==> config.mk <==
export PLATFORM = sky130hd
export DESIGN_NAME = serial_adder_ctrl
export DESIGN_NICKNAME = d
export VERILOG_FILES = /design/src/rtl/serial_adder_pkg.sv /design/src/rtl/serial_adder_ctrl_fa_bit_cell.sv /design/src/rtl/serial_adder_ctrl.sv
export SDC_FILE = /design/constraint.sdc
export NUM_CORES = 1
export LEC_CHECK = 0
export CAP_MARGIN = 20
export CORE_UTILIZATION = 45
export DETAILED_ROUTE_END_ITERATION = 16
export HOLD_SLACK_MARGIN = 0.06
export PLACE_DENSITY = 0.77
export SYNTH_ARGS = -nofsm -noshare
export SYNTH_HDL_FRONTEND = slang
export SYNTH_SLANG_ARGS = --single-unit
==> constraint.sdc <==
create_clock -name clk -period 1.7 [get_ports clk]
set_input_delay 0.34 -clock clk [delete_from_list [all_inputs] [get_ports clk]]
set_output_delay 0.34 -clock clk [all_outputs]
set_load 0.01 [all_outputs]
==> src/rtl/serial_adder_pkg.sv <==
// Shared types and defaults for the bit-serial adder sequencer.
package serial_adder_pkg;

  typedef enum logic [1:0] {IDLE, SHIFT, DONE} sa_state_t;

  localparam int DEFAULT_WIDTH = 8;

endpackage

==> src/rtl/serial_adder_ctrl_fa_bit_cell.sv <==
// One-bit full adder assembled from CMOS-style gate networks:
// two XOR stages form the sum, and a majority network forms the carry.

module cmos_xor (
  input  logic a,
  input  logic b,
  output logic y
);
  // Complementary network: pull low when the inputs agree.
  assign y = ~((a & b) | (~a & ~b));
endmodule

module carry_gen (
  input  logic a,
  input  logic b,
  input  logic c,
  output logic cout
);
  assign cout = (a & b) | (c & (a | b));
endmodule

module fa_bit_cell (
  input  logic in_a,
  input  logic in_b,
  input  logic in_c,
  output logic sum,
  output logic c_out
);
  logic half_sum;

  cmos_xor u_xor_ab (.a(in_a),     .b(in_b), .y(half_sum));
  cmos_xor u_xor_c  (.a(half_sum), .b(in_c), .y(sum));
  carry_gen u_carry (.a(in_a), .b(in_b), .c(in_c), .cout(c_out));
endmodule

==> src/rtl/serial_adder_ctrl.sv <==
// Bit-serial adder: one shared full-adder cell, one bit per clock, LSB first,
// with a start/ready request handshake and a one-cycle done pulse.

module serial_adder_ctrl
  import serial_adder_pkg::*;
#(
  parameter int WIDTH = DEFAULT_WIDTH
) (
  input  logic             clk,
  input  logic             rst_n,
  input  logic             start,
  input  logic [WIDTH-1:0] in_a,
  input  logic [WIDTH-1:0] in_b,
  input  logic             c_in,
  output logic             ready,
  output logic             busy,
  output logic             done,
  output logic [WIDTH-1:0] sum,
  output logic             c_out
);

  localparam int CW = $clog2(WIDTH);
  localparam logic [CW-1:0] LAST_BIT = CW'(WIDTH - 1);

  sa_state_t        state_reg, state_next;
  logic [CW-1:0]    cnt_reg;
  logic [WIDTH-1:0] a_sr_reg, b_sr_reg;
  // Holds the WIDTH-1 sum bits already produced; the final bit comes straight from the cell.
  logic [WIDTH-2:0] p_sr_reg;
  logic             carry_reg;
  logic [WIDTH-1:0] sum_reg;
  logic             c_out_reg;

  logic             cell_sum, cell_cout;
  logic [WIDTH-1:0] p_shift;

  fa_bit_cell u_cell (
    .in_a (a_sr_reg[0]),
    .in_b (b_sr_reg[0]),
    .in_c (carry_reg),
    .sum  (cell_sum),
    .c_out(cell_cout)
  );

  assign p_shift = {cell_sum, p_sr_reg};

  always_ff @(posedge clk or negedge rst_n) begin
    if (!rst_n) state_reg <= IDLE;
    else        state_reg <= state_next;
  end

  always_comb begin
    state_next = state_reg;
    case (state_reg)
      IDLE:    if (start) state_next = SHIFT;
      SHIFT:   if (cnt_reg == LAST_BIT) state_next = DONE;
      DONE:    state_next = IDLE;
      default: state_next = IDLE;
    endcase
  end

  always_ff @(posedge clk or negedge rst_n) begin
    if (!rst_n) begin
      cnt_reg   <= '0;
      a_sr_reg  <= '0;
      b_sr_reg  <= '0;
      p_sr_reg  <= '0;
      carry_reg <= 1'b0;
      sum_reg   <= '0;
      c_out_reg <= 1'b0;
    end else begin
      case (state_reg)
        IDLE: begin
          if (start) begin
            a_sr_reg  <= in_a;
            b_sr_reg  <= in_b;
            carry_reg <= c_in;
            cnt_reg   <= '0;
          end
        end
        SHIFT: begin
          a_sr_reg  <= a_sr_reg >> 1;
          b_sr_reg  <= b_sr_reg >> 1;
          p_sr_reg  <= p_shift[WIDTH-1:1];
          carry_reg <= cell_cout;
          cnt_reg   <= cnt_reg + 1'b1;
          if (cnt_reg == LAST_BIT) begin
            sum_reg   <= p_shift;
            c_out_reg <= cell_cout;
          end
        end
        default: ;
      endcase
    end
  end

  assign ready = (state_reg == IDLE);
  assign busy  = (state_reg == SHIFT);
  assign done  = (state_reg == DONE);
  assign sum   = sum_reg;
  assign c_out = c_out_reg;

endmodule

### Word level (Yosys, flattened, before mapping)

Cells that the tools add are included.

| word-level totals | value |
|---|---|
| bits in registers | 38 |
| input port bits | 20 |
| word-level logic and storage cells | 44 |

| operators by class | value |
|---|---|
| add/subtract/negate cells | 1 |
| eq/ne operators | 5 |
| multiplexer cells | 11 |
| bitwise operators | 14 |
| reduce and logical (&&, ||, !) cells | 5 |

Operators with widths:

| cell | number |
|---|---|
| $pmux 8 s2 | 2 |
| $mux 8 | 2 |
| $pmux 3 s2 | 1 |
| $reduce_and 2->1 | 3 |
| $and 1x1->1 | 5 |
| $not 1->1 | 5 |
| $mux 2 | 2 |
| $or 1x1->1 | 4 |
| $pmux 2 s2 | 1 |
| $add 3x1->3 const B | 1 |
| $eq 3x3->1 const B | 1 |
| $mux 3 | 1 |
| $eq 2x1->1 const B | 1 |
| $eq 2x2->1 const B | 1 |
| $logic_not 2->1 | 1 |
| $ne 2x1->1 const B | 1 |
| $ne 2x2->1 const B | 1 |
| $pmux 1 s2 | 1 |
| $reduce_bool 2->1 | 1 |
| $mux 1 | 1 |

### Depth between registers and ports, before layout

Gate-level depths: netlist of run 1.

| logic depth | value |
|---|---|
| depth after elaboration | 7 |
| depth in mapped cells | 5 |

### By module

From an unflattened synthesis of run 1, not the netlist that was laid out.

| unflattened totals | value |
|---|---|
| cells, all modules | 146 |
| area, all modules | 1823.0 µm² |

Modules (own cells, without submodules):

| module | times used | cells each | area an instance (µm²) | seq. area each (µm²) |
|---|---|---|---|---|
| serial_adder_ctrl | 1 | 143 | 1794.2 | 950.9 |
| cmos_xor | 2 | 1 | 8.8 | 0.0 |
| carry_gen | 1 | 1 | 11.3 | 0.0 |

### Least setup slack after synthesis of run 1

Ideal clock, no wire load.

| timing | value |
|---|---|
| path type | reg2reg |
| start point | register cnt_reg[0] |
| end point | register c_out_reg (netlist: c_out) |
| setup time | 0.125 ns |
| arrival | 1.316 ns |
| setup slack | 0.258 ns |
| cell stages (with the launch flop) | 6 |
| path buffers | 1 |
| period minus slack after synthesis | 1.442 ns |
| path through | dfrtp_1 > ha_1 > ha_1 > nand3b_1 > buf_4 > mux2_4 |

| on the way | value |
|---|---|
| cells in the longest elaborated chain, start to end | 2 |

Ends and longest elaborated chain:

| element | line | text |
|---|---|---|
| start, declared | serial_adder_ctrl.sv:26 | `logic [CW-1:0] cnt_reg;` |
| start signal, assigned | serial_adder_ctrl.sv:86 | `cnt_reg <= cnt_reg + 1'b1;` |
| $eq 3x3->1 | serial_adder_ctrl.sv:87 | `if (cnt_reg == LAST_BIT) begin` |
| $reduce_and 2->1 (no line) | n/a |  |
| end signal, assigned | serial_adder_ctrl.sv:89 | `c_out_reg <= cell_cout;` |
| end, declared | serial_adder_ctrl.sv:32 | `logic c_out_reg;` |

No other way between the ends.
A chain may end at the register's enable or synchronous reset.

### Worst setup path after layout of run 1

| timing | value |
|---|---|
| start point | register state_reg[1] |
| end point | output port busy |

| on the way | value |
|---|---|
| cells in the longest elaborated chain, start to end | 1 |

Ends and longest elaborated chain:

| element | line | text |
|---|---|---|
| start, declared | serial_adder_ctrl.sv:25 | `sa_state_t state_reg, state_next;` |
| start signal, assigned | serial_adder_ctrl.sv:49 | `else state_reg <= state_next;` |
| $eq 2x1->1 | serial_adder_ctrl.sv:98 | `assign busy = (state_reg == SHIFT);` |
| end, declared | serial_adder_ctrl.sv:16 | `output logic busy,` |

No other way between the ends.

==> results of run 1 <==
-- path summary, 6_finish.rpt --
check	from	to	slack [ps]	cells past startpoint
worst max-delay path	state_reg[1]	busy	90	4
worst min-delay path	rst_n	sum[5]	420	2
worst max register to register	cnt_reg[0]	sum[0]	180	5
worst min register to register	cnt_reg[0]	cnt_reg[0]	500	1
max in group asynchronous	rst_n	state_reg[0]	1080	2
min in group clk	cnt_reg[0]	cnt_reg[0]	500	1
-- stage by stage --
step	TNS, ps	std cells	total power [W]
6_report	0	219	0.00391
5_1_grt	0	219	0.00419
4_1_cts	0	218	0.00395
3_5_place_dp	-544	210	0.00337
3_3_place_gp	-69.0	210	0.00325
2_1_floorplan	0	133	0.00275
-- placed cells by master (no fill, tap or decap), drive strengths merged, types with 5 or more instances in the layout --
cell type      synthesis  layout
mux2                  16      16
clkbuf                 3       5
buf                   10      13
clkdlybuf4s50          0      28
o221a                  7       7
nor3b                  9       9
a211oi                 7       7
nor4b                  7       7
dfrtp                 38      38
inv                   10      10
or4b                   7       7
-- critical path, stage by stage (launching register included) --
cell,delay [ps]
dfrtp_1,390
buf_4,140
nand2b_1,140
inv_1,80
clkdlybuf4s15_1,230
-- what timing repair did --
| action | in CTS | in global routing |
|---|---|---|
| pin swaps | 0 | 0 |
| buffers inserted | 1 | 1 |
| setup endpoints to repair | 3 | 1 |
| resized for setup | 5 | 0 |
-- cell type report --
class | instances | area share, %
Clock buffer | 5 | 3.02
Clock inverter | 2 | 0.440
Inverter | 10 | 1.65
Multi-Input combinational cell | 72 | 31.5
Sequential cell | 38 | 41.8
Tap cell | 48 | 2.64
Timing Repair Buffer | 44 | 18.9
-- layer usage --
metal	vias to the layer above	global-route usage [%]	part of all wire, %
met2	31	30.1	50
met5	-	0	0
met4	0	6.25	1.5
met1	610	23.0	44
met3	5	5.99	4.0
li1	570	-	-
-- where the power goes --
part | internal, W | leakage, nW | switching, W | total [W]
combinational | 0.00104 | 0.527 | 0.000661 | 0.00170
clock | 0.000275 | 0.0438 | 0.000312 | 0.000587
sequential | 0.00135 | 0.451 | 0.000276 | 0.00162
-- kinds of logic (layout without fill, tap and decap cells) --
kind of cell               after synthesis  in the layout  share of synthesized area (%)
muxes                                   17             17                           12.5
adders and majority gates                3              3                           2.52
AOI/OAI and AO/OA                       22             22                           11.1
DFF                                     38             38                           53.2
and+or+nand+nor                         30             30                           13.9
buffers and inverters                   23             61                           6.65
==> impl_metrics.py, run 1 <==
metrics = {
    "sta": {
        "setup_ws_ps": 85.2,
        "fin_crit_sh_pct": 95.0,
        "relSlewSlack_pct": 75.7,
        "rsz0062_at_grt": "no",
        "finalMaxSlewViolations": 0,
        "fmax_ghz": 0.619,
        "worstMarginPinSlew_ps": 364,
        "whs_ps": 420,
        "finClkSkew_ps": 3.27,
        "timing_hold_violations_final": 0,
        "fin_crit_ps": 1610,
        "finalSetupViolations": 0,
    },
    "worst_setup_path": {
        "critPathMaxFanout": 3,
        "cp-start-kind": "flop",
        "cp_data_required_time_ps": 1360,
        "arrival_ps": 1270,
        "crit_type": "reg2out",
        "cp-end-kind": "output port",
    },
    "detailed_routing": {
        "antenna_left": 0,
        "wl_per_cell_um": 15.5,
        "vias_per_cell": 5.55,
        "drc": 0,
        "wl_mm": 3.39,
        "drt_iter0_markers": 49,
        "drtPass1Iterations": 5,
        "num_vias": 1216,
    },
    "cts": {
        "hold_buffers": 0,
        "clkSinkCount": 38,
        "htreeDepth": 2,
        "cts_tree": "built",
        "cts_buffer_depth": 2,
        "worstSkewPairLatency_ps": 290,
        "cts-root-buf": "clkbuf_8",
        "cts_buffers": 5,
        "cts.clk_slew.worst_paths_ps": 70,
    },
    "final_layout": {
        "fin_util_pct": 60.8,
        "final_area_sq_um": 2280,
        "syn_to_final_growth_pct": 27.4,
        "drive_above_1_share_pct": 26.3,
        "nNetsFinal": 194,
        "multi_input_area_sq_um": 717,
        "diodes": 0,
        "fillCellCount": 316,
        "regArea_sq_um": 952,
    },
    "pwr": {
        "power_density_nw_per_um2": 1720,
        "vdd_ir_drop_max_uv": 832,
        "leakagePower_nw": 1.02,
    },
    "placement": {
        "io_buffers": 31,
        "place_congestion": 0.718,
        "dp_hpwl_mm": 2.40,
        "placedInstanceArea_sq_um": 2180,
        "place_ws_ps": -75.1,
    },
    "yosys": {
        "synth_top_flop_cell": "dfrtp_1",
        "synth_top_area_share_pct": 53.2,
        "yosys_warnings": 0,
        "synth-edff-count": 0,
        "netlist_area_sq_um": 1790,
        "seq_area_frac_synth_pct": 53.2,
        "ys_ff_latch": 38,
        "synth_largest_area_cell": "dfrtp_1",
        "async_flop_share_pct": 100,
        "syn_nets": 156,
        "avgSynthCellArea_sq_um": 13.4,
        "synth.area.top_cells": "dfrtp_1 53%, mux2_4 7.6%, mux2_2 4.4%, o221a_2 4.4%, or4b_1 3.9%",
        "yosysUniqueCellTypes": 28,
        "yosysMostFrequentCell": "dfrtp_1",
        "synthCells": 133,
        "synthTopCellsByCount": "38 x dfrtp_1, 10 x inv_1, 9 x mux2_4, 9 x nor3b_1",
    },
    "die": {
        "ios": 32,
        "die_h_um": 65.0,
        "design.core.area_sq_um": 3740,
        "die_area_sq_um": 4230,
        "initial_core_util_pct": 47.7,
        "die_w_um": 65.0,
        "rows": 22,
    },
    "status": {
        "status": "finished clean",
    },
    "global_route": {
        "grt_pass1_vias": 1198,
        "grt_pass1_wl_mm": 5.70,
        "grt_start_max_net_pins": 39,
        "gr-total-overflow": 0,
        "track_usage_pct": 18.4,
        "antenna_found_initial": 0,
    },
    "flow_run": {
        "maxCapViolations": 0,
    },
    "min_path": {
        "hold_path.class": "in2async",
    },
}
Power figures use the tool's default switching activity.
==> run 2, diff against run 1 <==
--- a/config.mk
+++ b/config.mk
@@ -6,10 +6,12 @@
 export NUM_CORES = 1
 export LEC_CHECK = 0
 export CAP_MARGIN = 20
-export CORE_UTILIZATION = 45
+export CORE_UTILIZATION = 40
 export DETAILED_ROUTE_END_ITERATION = 16
 export HOLD_SLACK_MARGIN = 0.06
-export PLACE_DENSITY = 0.77
+export PLACE_DENSITY = 0.7
+export SLEW_MARGIN = 40
 export SYNTH_ARGS = -nofsm -noshare
 export SYNTH_HDL_FRONTEND = slang
 export SYNTH_SLANG_ARGS = --single-unit
+export TNS_END_PERCENT = 10
==> run 2 against run 1 <==
  * Core utilization shrank 5.5 points
  * Combinational power is essentially flat
  * Worst setup slack gained 52 ps
  * Hold slack gained 64 ps
==> impl_metrics.py, run 2 (same netlist as run 1, synthesis figures left out) <==
metrics = {
    "cts": {
        "clkSinkCount": 38,
        "cts-root-buf": "clkbuf_8",
        "cts.clk_slew.worst_paths_ps": 70,
        "htreeDepth": 2,
        "post_cts_buffers": 0,
        "worstSkewPairLatency_ps": 290,
        "cts_tree": "built",
        "cts_buffer_depth": 2,
        "cts_buffers": 5,
    },
    "global_route": {
        "track_usage_pct": 16.2,
        "grt_pass1_vias": 1243,
        "grt_pass1_wl_mm": 5.55,
        "antenna_found_initial": 0,
        "gr-total-overflow": 0,
        "grt_start_max_net_pins": 39,
    },
    "pwr": {
        "vdd_ir_drop_max_uv": 774,
        "power_density_nw_per_um2": 1750,
        "leakagePower_nw": 1.02,
    },
    "worst_setup_path": {
        "crit_type": "reg2out",
        "cp-end-kind": "output port",
        "r2r_start": "cnt_reg[0]",
        "cp_data_required_time_ps": 1360,
        "regToRegSetupSlack_ps": 200,
        "r2r_end": "sum[5]",
        "arrival_ps": 1220,
        "ff2ff_path_depth": 5,
        "cp-start-kind": "flop",
        "critPathMaxFanout": 5,
    },
    "final_layout": {
        "final_area_sq_um": 2290,
        "diodes": 0,
        "nNetsFinal": 192,
        "finalNonFillerCells": 220,
        "drive_above_1_share_pct": 25.9,
        "syn_to_final_growth_pct": 28.2,
        "mostFrequentLayoutCells": "37 x dfrtp_1, 27 x clkdlybuf4s50_1, 10 x inv_1, 9 x nor3b_1, 9 x mux2_4",
        "final_common_cell": "dfrtp_1",
    },
    "sta": {
        "finalMaxSlewViolations": 0,
        "timing_hold_violations_final": 0,
        "relSlewSlack_pct": 76.4,
        "whs_ps": 485,
        "setup_tns_ps": 0,
        "rsz0062_at_grt": "no",
        "fin_crit_sh_pct": 91.9,
        "fmax_ghz": 0.640,
        "fin_crit_ps": 1560,
        "finClkSkew_ps": 5.30,
        "worstMarginPinSlew_ps": 352,
        "finalSetupViolations": 0,
    },
    "min_path": {
        "min_to": "cnt_reg[0]",
        "holdPathStages": 1,
        "min_from": "cnt_reg[0]",
        "hold_path.class": "reg2reg",
    },
    "flow_run": {
        "maxCapViolations": 0,
    },
    "die": {
        "die_h_um": 68.8,
        "rows": 23,
        "design.core.area_sq_um": 4140,
        "die_w_um": 68.8,
        "ios": 32,
        "die_area_sq_um": 4740,
        "initial_core_util_pct": 43.1,
    },
    "detailed_routing": {
        "wl_per_cell_um": 14.9,
        "vias_per_cell": 5.40,
        "wl_mm": 3.28,
        "drc": 0,
        "drtPass1Iterations": 4,
        "drt_iter0_markers": 76,
        "antenna_left": 0,
        "num_vias": 1188,
    },
    "placement": {
        "place_inst": 211,
        "placedInstanceArea_sq_um": 2170,
        "io_buffers": 31,
        "place_congestion": 0.797,
        "dp_hpwl_mm": 2.26,
    },
    "status": {
        "status": "finished clean",
    },
}
run 2: how the worst max path moves through the flow:
| stage | startpoint | end | slack (ps) | cells after the start |
|---|---|---|---|---|
| after floorplan | cnt_reg[0] | c_out | 260 | 5 |
| after global placement | start | b_sr_reg[5] | -0.2 | 3 |
| after detailed placement | start | carry_reg | -50 | 3 |
| after CTS | state_reg[1] | busy | 120 | 3 |
| after global routing | state_reg[1] | busy | 80 | 3 |
| final | state_reg[1] | busy | 140 | 3 |
run 2: stage by stage:
| stage | total power [W] | utilization, % | setup WS (ps) |
|---|---|---|---|
| finish | 0.00400 | 55.3 | 137 |
| global route | 0.00430 | 55.3 | 78.4 |
| CTS | 0.00405 | 55.3 | 118 |
| detailed placement | 0.00334 | 52.4 | -54.5 |
| global placement | 0.00326 | 52.4 | -0.216 |
| floorplan | 0.00275 | - | 258 |
run 2: power breakdown:
part	total, W	internal (W)	switching (W)
logic	0.00167	0.00102	0.000646
registers	0.00162	0.00135	0.000272
clock network	0.000715	0.000409	0.000305
total	0.00400	0.00278	0.00122
run 2: final cells by class:
cell class / count / area (sq um)
fillers: 339 / 1850
flip-flops and latches: 38 / 952
multi-input cells: 72 / 717
repair buffers: 42 / 412
clock buffers: 8 / 110
well taps: 50 / 62.6
inverters: 10 / 37.5
run 2: timing repair:
action | in CTS | in global routing
endpoints found under the setup margin | 3 | 0
hold buffers | 1 | 0
endpoints found under the hold margin | 38 | 0
resized for setup | 4 | 0
run 2: per-layer routing:
layer	track usage (%)	up-vias	wire (um)
met1	19.4	595	1570
met4	3.83	0	0
met2	27.6	28	1570
met3	5.76	0	136
met5	0	-	0
li1	-	565	-
run 2: critical path, cell delays in order, from the launching register on:
cell and delay, ps:
dfrtp_1 420, nand2b_1 180, inv_1 70, dlygate4sd2_1 270
